## src/rtl/window_scan_ctrl_pkg.sv

```systemverilog
// rtl/window_scan_ctrl_pkg.sv - shared types and constants for the 3x3 window sequencer
package window_scan_ctrl_pkg;

    typedef enum logic [1:0] {
        ST_IDLE  = 2'd0,
        ST_FILL  = 2'd1,
        ST_RUN   = 2'd2,
        ST_FLUSH = 2'd3
    } state_t;

    // Bit positions inside the {top,bottom,left,right} border mask
    localparam int BORDER_TOP   = 3;
    localparam int BORDER_BOT   = 2;
    localparam int BORDER_LEFT  = 1;
    localparam int BORDER_RIGHT = 0;

    localparam int DEFAULT_WIDTH  = 320;
    localparam int DEFAULT_HEIGHT = 240;

endpackage

```

## src/rtl/window_scan_ctrl_scan_coord_cnt.sv

```systemverilog
// rtl/window_scan_ctrl_scan_coord_cnt.sv - raster column/row counter with wrap and eol/eof flags
module scan_coord_cnt #(
    parameter int WIDTH  = 320,
    parameter int HEIGHT = 240,
    parameter int CW     = 9,
    parameter int RW     = 8
) (
    input  logic          clk,
    input  logic          rst,
    input  logic          en,
    output logic [CW-1:0] col,
    output logic [RW-1:0] row,
    output logic          eol,
    output logic          eof
);

    localparam logic [CW-1:0] COL_LAST = CW'(WIDTH - 1);
    localparam logic [RW-1:0] ROW_LAST = RW'(HEIGHT - 1);

    assign eol = (col == COL_LAST);
    assign eof = eol && (row == ROW_LAST);

    // Step one position in raster order; the last position of a frame wraps to (0,0)
    always_ff @(posedge clk) begin
        if (rst) begin
            col <= '0;
            row <= '0;
        end else if (en) begin
            if (eol) begin
                col <= '0;
                row <= eof ? '0 : row + RW'(1);
            end else begin
                col <= col + CW'(1);
            end
        end
    end

endmodule

```

## src/rtl/window_scan_ctrl.sv

```systemverilog
// rtl/window_scan_ctrl.sv - line-buffer sequencer producing 3x3 window handshakes with border masks
module window_scan_ctrl
    import window_scan_ctrl_pkg::*;
#(
    parameter int WIDTH  = DEFAULT_WIDTH,
    parameter int HEIGHT = DEFAULT_HEIGHT,
    parameter int CW     = 9,
    parameter int RW     = 8
) (
    input  logic          clk,
    input  logic          rst,
    input  logic          in_valid,
    output logic          in_ready,
    output logic          buf_shift,
    output logic          buf_zero,
    output logic          win_valid,
    input  logic          win_ready,
    output logic [CW-1:0] out_col,
    output logic [RW-1:0] out_row,
    output logic [3:0]    border,
    output logic          sof,
    output logic          eol,
    output logic          eof
);

    localparam int NPIX = WIDTH * HEIGHT;
    localparam int IW   = $clog2(NPIX + 1);
    localparam int FW   = $clog2(WIDTH + 2);

    // The window centre trails the newest pixel by one line plus one pixel
    localparam logic [IW-1:0] FILL_LAST  = IW'(WIDTH + 1);
    localparam logic [IW-1:0] RUN_LAST   = IW'(NPIX);
    localparam logic [FW-1:0] FLUSH_LAST = FW'(WIDTH + 1);

    state_t        state, state_nxt;
    logic [IW-1:0] in_cnt, in_cnt_nxt;
    logic [FW-1:0] flush_cnt, flush_cnt_nxt;
    logic          win_valid_q, win_valid_nxt;
    logic          stall, win_take, accept, flush_step, advance, emit;
    logic [CW-1:0] col;
    logic [RW-1:0] row;
    logic          at_eol, at_eof;

    // Handshake decode, line-buffer enables and next-state selection
    always_comb begin
        state_nxt     = state;
        in_cnt_nxt    = in_cnt;
        flush_cnt_nxt = flush_cnt;

        stall      = win_valid_q & ~win_ready;
        win_take   = win_valid_q & win_ready;
        in_ready   = ~rst & ~stall & (state != ST_FLUSH);
        accept     = in_valid & in_ready;
        flush_step = (state == ST_FLUSH) & (flush_cnt != FLUSH_LAST);
        advance    = ~rst & ~stall & (accept | flush_step);
        buf_shift  = advance;
        buf_zero   = advance & (state == ST_FLUSH);
        // Once the buffer is primed every advance completes exactly one window
        emit          = advance & ((state == ST_RUN) | (state == ST_FLUSH));
        win_valid_nxt = emit | stall;

        if (accept) begin
            in_cnt_nxt = in_cnt + IW'(1);
        end
        if (flush_step && advance) begin
            flush_cnt_nxt = flush_cnt + FW'(1);
        end

        case (state)
            ST_IDLE: begin
                if (accept) begin
                    state_nxt = ST_FILL;
                end
            end
            ST_FILL: begin
                if (accept && in_cnt_nxt == FILL_LAST) begin
                    state_nxt = ST_RUN;
                end
            end
            ST_RUN: begin
                if (accept && in_cnt_nxt == RUN_LAST) begin
                    state_nxt     = ST_FLUSH;
                    flush_cnt_nxt = '0;
                end
            end
            ST_FLUSH: begin
                // The last flush step leaves the final window pending; leave once it is taken
                if (flush_cnt == FLUSH_LAST && win_take) begin
                    state_nxt     = ST_IDLE;
                    in_cnt_nxt    = '0;
                    flush_cnt_nxt = '0;
                end
            end
            default: state_nxt = ST_IDLE;
        endcase
    end

    // State, pixel/flush counters and the registered window-valid flag
    always_ff @(posedge clk) begin
        if (rst) begin
            state       <= ST_IDLE;
            in_cnt      <= '0;
            flush_cnt   <= '0;
            win_valid_q <= 1'b0;
        end else begin
            state       <= state_nxt;
            in_cnt      <= in_cnt_nxt;
            flush_cnt   <= flush_cnt_nxt;
            win_valid_q <= win_valid_nxt;
        end
    end

    // Coordinates always name the window being presented or the next one to be presented
    scan_coord_cnt #(
        .WIDTH  (WIDTH),
        .HEIGHT (HEIGHT),
        .CW     (CW),
        .RW     (RW)
    ) u_coord (
        .clk (clk),
        .rst (rst),
        .en  (win_take),
        .col (col),
        .row (row),
        .eol (at_eol),
        .eof (at_eof)
    );

    assign win_valid = win_valid_q;
    assign out_col   = col;
    assign out_row   = row;
    assign eol       = win_valid_q & at_eol;
    assign eof       = win_valid_q & at_eof;
    assign sof       = win_valid_q & (col == '0) & (row == '0);

    // Border mask marks neighbours that fall outside the frame
    always_comb begin
        border = '0;
        if (win_valid_q) begin
            border[BORDER_TOP]   = (row == '0);
            border[BORDER_BOT]   = (row == RW'(HEIGHT - 1));
            border[BORDER_LEFT]  = (col == '0);
            border[BORDER_RIGHT] = at_eol;
        end
    end

endmodule

```

## config.mk

```make
export PLATFORM = sky130hd
export DESIGN_NAME = window_scan_ctrl
export DESIGN_NICKNAME = d
export VERILOG_FILES = /design/src/rtl/window_scan_ctrl_pkg.sv /design/src/rtl/window_scan_ctrl_scan_coord_cnt.sv /design/src/rtl/window_scan_ctrl.sv
export SDC_FILE = /design/constraint.sdc
export NUM_CORES = 1
export LEC_CHECK = 0
export BUFFER_PORTS_ARGS = -buffer_cell sky130_fd_sc_hd__buf_2
export CORE_MARGIN = 8
export CORE_UTILIZATION = 45
export CTS_CLUSTER_DIAMETER = 120
export DETAILED_ROUTE_END_ITERATION = 16
export SKIP_CTS_REPAIR_TIMING = 1
export SYNTH_ARGS = -nofsm -noshare
export SYNTH_HDL_FRONTEND = slang
export SYNTH_SLANG_ARGS = --single-unit
```

## constraint.sdc

```tcl
create_clock -name clk -period 7.8 [get_ports clk]
set_input_delay 0.78 -clock clk [delete_from_list [all_inputs] [get_ports clk]]
set_output_delay 0.78 -clock clk [all_outputs]
set_load 0.01 [all_outputs]
```

* After elaboration in Yosys (flattened, before gate mapping) *
Index checks and enable logic that the tools add are counted.

word-level totals
  register bits after elaboration = 46
  latch bits = 0
  RAM bits = 0
  ROM bits = 0
  input bits = 4
  output and inout port bits = 28
  memories = 0

cells by class
  $add $sub $neg = 4
  multipliers = 0
  divide/modulo/power cells = 0
  order comparisons = 0
  eq/ne operators = 14
  shift operators = 0
  muxes and demuxes = 15
  bitwise operators = 19
  reductions and logical operators = 10

operators with widths
  kind                     count
  $mux W17                 3
  $mux W9                  4
  $add A9 B1 Y9 const B    2
  $eq A9 B9 Y1 const B     2
  $pmux W9 S2              1
  $add A17 B1 Y17 const B  1
  $eq A17 B17 Y1 const B   1
  $eq A17 B9 Y1 const B    1
  $and A1 B1 Y1            13
  $logic_not A9 Y1         1
  $ne A9 B9 Y1 const B     1
  $add A8 B1 Y8 const B    1
  $eq A8 B8 Y1 const B     1
  $logic_not A8 Y1         1
  $mux W2                  4
  $mux W8                  1
  $pmux W2 S4              1
  $ne A2 B2 Y1 const B     3
  $logic_and A1 B1 Y1      5
  $eq A2 B2 Y1 const B     2
  $mux W4                  1
  $ne A2 B1 Y1 const B     2
  $reduce_and A4 Y1        1
  $not A1 Y1               3
  other kinds (4)          6

* Logic depth before layout (Yosys ltp) *
  depth after elaboration = 12
  depth in mapped cells = 11
  depth with buffers taken out = 10

* Cells and area by module *
From an unflattened synthesis, not the netlist that was laid out.

unflattened totals
  cells, all modules = 316
  area total of the unflattened synthesis = 2707.6 um^2

by module, submodules not included
  module            instances  cells each  area an instance (um^2)
  window_scan_ctrl  1          217         1841.8
  scan_coord_cnt    1          99          865.8

* Least setup slack after synthesis *
OpenSTA, ideal clock, no wires.

  path kind = in2reg
  start = in rst
  end = reg state[0]
  library setup time = 126 ps
  data arrival time = 2644 ps
  data required time = 7674 ps
  slack = 5030 ps
  stages = 9
  path buffers = 2
  path through = clkbuf_1 or3_1 buf_6 nor4_4 o221ai_2 or4_1 o21ai_1 a21oi_1 mux2i_1

on the way
  cells in the longest elaborated chain, start to end = 9
  elaborated cells between the ends (all ways) = 13

RTL lines
  what                                                           line                                            source
  from (decl)                                                    window_scan_ctrl.sv:11                          input logic rst,
  $not A1 Y1                                                     window_scan_ctrl.sv:52                          in_ready = ~rst & ~stall & (state != ST_FLUSH);
  $and A1 B1 Y1 (2 in a row)                                     window_scan_ctrl.sv:52
  $and A1 B1 Y1                                                  window_scan_ctrl.sv:53                          accept = in_valid & in_ready;
  $mux W17                                                       window_scan_ctrl.sv:62                          if (accept) begin
  $eq A17 B9 Y1 / $eq A17 B17 Y1 (equally long branches)         window_scan_ctrl.sv:76, window_scan_ctrl.sv:81
  $logic_and A1 B1 Y1, on equally long branches                  window_scan_ctrl.sv:76, window_scan_ctrl.sv:81
  $ne A2 B2 Y1 (no line) / $ne A2 B1 Y1 (equally long branches)  n/a
  $reduce_and A4 Y1 (no line)                                    n/a
  to (signal assigned)                                           window_scan_ctrl.sv:106                         state <= state_nxt;
  to (decl)                                                      window_scan_ctrl.sv:35                          state_t state, state_nxt;

Several ways; a longest one is shown, not always the timed one.
A chain may end at the register's enable or synchronous reset.

* Worst setup path after layout *
  start = reg state[0]
  end = reg state[0]

on the way
  cells in the longest elaborated chain, start to end = 8
  elaborated cells between the ends (all ways) = 18

RTL lines
  what                                                           line
  $ne A2 B2 Y1                                                   window_scan_ctrl.sv:52
  $and A1 B1 Y1                                                  window_scan_ctrl.sv:52
  $and A1 B1 Y1                                                  window_scan_ctrl.sv:53
  $mux W17                                                       window_scan_ctrl.sv:62
  $eq A17 B9 Y1 / $eq A17 B17 Y1 (equally long branches)         window_scan_ctrl.sv:76, window_scan_ctrl.sv:81
  $logic_and A1 B1 Y1, on equally long branches                  window_scan_ctrl.sv:76, window_scan_ctrl.sv:81
  $ne A2 B2 Y1 (no line) / $ne A2 B1 Y1 (equally long branches)  n/a
  $reduce_and A4 Y1 (no line)                                    n/a

Several ways; a longest one is shown, not always the timed one.

==> run_results.csv <==
group,metric,value,unit
detailed_routing,vias,2177,
clock_tree,path_clk_slew,90,ps
critical_path,path_max_fanout,8,
logic_synthesis,ys_ff_latch,46,
critical_path,cp_top_family,"simple AND/OR/NAND/NOR gates",
min_path,min_from,"u_coord.row[1]",
global_routing,grt_pass1_vias,2006,
detailed_routing,avgViaCountPerCell,5.221,
clock_tree,clockBufferDepth,2,
placed_design,place_inst,410,
logic_synthesis,yosysWarnings,0,
cells_and_area,n_antenna_cell,0,
critical_path,cp_slowest_cell,"or3_1",
die,ios,32,
global_routing,grt-ovfl-total,0,
clock_tree,cts.sinks,46,
placed_design,gp_congestion,0.7984,
sta,post-route-min-period,3033,ps
pwr,peakVddDrop,138.1,µV
die,fp.dieW,92.07,µm
min_path,holdPathStages,2,
cells_and_area,drive_gt1_share,14.49,%
run_status,status,"complete, no violations",
global_routing,grt_max_degree,19,
min_path,hold_path_class,"reg -> reg",
critical_path,cp.arrival,3250,ps
die,die_h,92.07,µm
min_path,holdPathEnd,"u_coord.row[1]",
detailed_routing,drtIter0Drc,104,
critical_path,cp_num_buf_inv,0,
pwr,powerDensity,178.0,nW/µm²
pwr,leakage,1.137,nW
logic_synthesis,synthCells,317,
detailed_routing,wirelength,5.431,mm
sta,setup_violations,0,
logic_synthesis,synth_cell_types,47,
die,initial_core_util,47.00,%
critical_path,r2r-end,"state[0]",
sta,rsz0062_at_grt,"no",
die,fp.coreArea,5540,µm²
sta,fin_crit_sh,38.89,%
critical_path,slowest_delay,530,ps
logic_synthesis,syn-cell-area,2604,µm²
critical_path,critPathCaptureType,"flop",
detailed_routing,postRouteAntennaNets,0,
sta,fmax,329.7,MHz
sta,drv_slew,0,
clock_tree,root_buffer,"clkbuf_8",
critical_path,start_kind,"flop",
critical_path,reg2reg_slack,4770,ps
cells_and_area,final_common_cell,"nor2_1",
detailed_routing,dr.pass1.iters,4,
logic_synthesis,synth.avg_cell_area,8.214,µm²
clock_tree,cts_tree,"yes",
cells_and_area,nets,361,
placed_design,dp_hpwl,4.134,mm
pwr,fin_total_pwr,516.6,µW
global_routing,grt.total_usage,13.21,%
placed_design,portBuffers,31,
clock_tree,cts_buffers,5,
critical_path,critPathKind,"reg -> reg",
clock_tree,htree_levels,2,
sta,worst_pin_slew,763.4,ps
logic_synthesis,synth_top_area_share,35.37,%
sta,fin_setup_tns,0,ps
global_routing,grt_first_pass_wirelength,9.432,mm
run,cap_violations,0,
sta,hold_viol,0,
logic_synthesis,yosysSeqAreaShare,35.37,%
critical_path,reg2reg_from,"state[0]",
critical_path,required,8020,ps
critical_path,path_cells,"ha_1 -> nand2b_1 -> or3_1 -> nor4_4 -> o221ai_2 -> or4_1 -> o21ai_1 -> a21oi_1 -> mux2i_1",
cells_and_area,final_cell_mix,"nor2_1, dfxtp_1, buf_2",
sta,skew,8.185,ps
die,die-area,8476,µm²
logic_synthesis,synth_nets,333,
logic_synthesis,synth_top_cell_by_area,"dfxtp_1",
die,num_rows,27,
sta,max-slew-margin-rel,48.71,%
logic_synthesis,yosys-top-cells-area,"dfxtp_1, nor2_1, xnor2_1, xor2_1, ha_1",
cells_and_area,syn_to_final_growth,11.44,%
global_routing,antenna_found_initial,0,
detailed_routing,wl_per_cell,13.02,µm
detailed_routing,route.detailed.drc,0,
critical_path,reg2reg_depth,9,
cells_and_area,final_cells,417,
clock_tree,clock_latency,300,ps
[synth_stat cells (all sizes together)]
cell type and number:
a2111oi 1, a211oi 2, a21boi 1, a21o 2
a21oi 10, a311oi 1, a31oi 1, and2 6
and3 6, and3b 1, and4 1, buf 4
clkbuf 7, dfxtp 46, ha 12, inv 12
mux2i 3, nand2 28, nand2b 5, nand3 13
nand4 11, nand4b 2, nor2 61, nor2b 3
nor3 9, nor4 7, o2111ai 1, o21ai 2
o21ba 1, o21bai 3, o221ai 1, o22ai 1
o31a 1, o31ai 1, o41ai 1, or2 4
or3 4, or4 3, xnor2 21, xor2 18
[worst max path at each step]
stage | startpoint | end | slack [ps] | depth (start not counted)
floorplan | rst | state[0] | 5030 | 9
global placement | rst | flush_cnt[1] | 4650 | 8
detailed placement | rst | flush_cnt[5] | 4620 | 8
CTS | state[0] | flush_cnt[1] | 4740 | 9
global route | state[0] | flush_cnt[6] | 4570 | 9
finish | state[0] | state[0] | 4770 | 9
[worst reg2reg max path, stage by stage (launching register included)]
cell and delay (ps):
dfxtp_1 350, ha_1 290, nand2b_1 280, or3_1 530, nor4_4 380, o221ai_2 160, or4_1 480, o21ai_1 140
a21oi_1 140, mux2i_1 210
[layout make-up]
cell class	instances	area (µm²)
fillers	552	2639
flip-flops and latches	46	920.9
repair buffers	32	162.7
well taps	72	90.09
clock buffers	6	82.58
clock inverters	1	30.03
multi-input cells	248	1570
inverters	12	45.04
[state kept, by name, summed over array words and instances, names as in the netlist]
name,cells
win_valid,1
in_cnt,17
flush_cnt,9
u_coord.row,8
u_coord.col,9
state,2
[power breakdown]
group	internal [mW]	switching, mW
clock	0.103	0.0787
sequential	0.242	0.00859
combinational	0.0348	0.0502
[per-stage QoR]
stage / hold slack (ps) / utilization, % / setup WS, ps / area (µm²)
floorplan: 466.3 / - / 5030 / 2604
global placement: 485.9 / 50.34 / 4651 / 2789
detailed placement: 489.6 / 50.34 / 4617 / 2789
CTS: 502.2 / 52.37 / 4740 / 2902
global route: 527.5 / 52.37 / 4574 / 2902
finish: 496.7 / 52.37 / 4767 / 2902
[metal layers]
layer | GRT usage, % | wire (µm) | vias to the layer above
li1 | - | - | 1131
met1 | 17.51 | 2699 | 993
met2 | 20.62 | 2446 | 44
met3 | 2.934 | 210 | 9
met4 | 4.430 | 76 | 0
met5 | 0 | 0 | -
[kinds of logic (layout without fill, tap and decap cells)]
group           Yosys count  after routing  synth area share (%)
compound gates           30             30                 8.890
mux                       3              3                 1.153
flops                    46             46                 35.37
fa+ha+maj                12             12                 5.766
xor+xnor                 39             39                 13.12
simple gates            164            164                 31.38
buf+inv                  23             51                 4.325
Note: power is estimated with default switching activity, not from simulation.
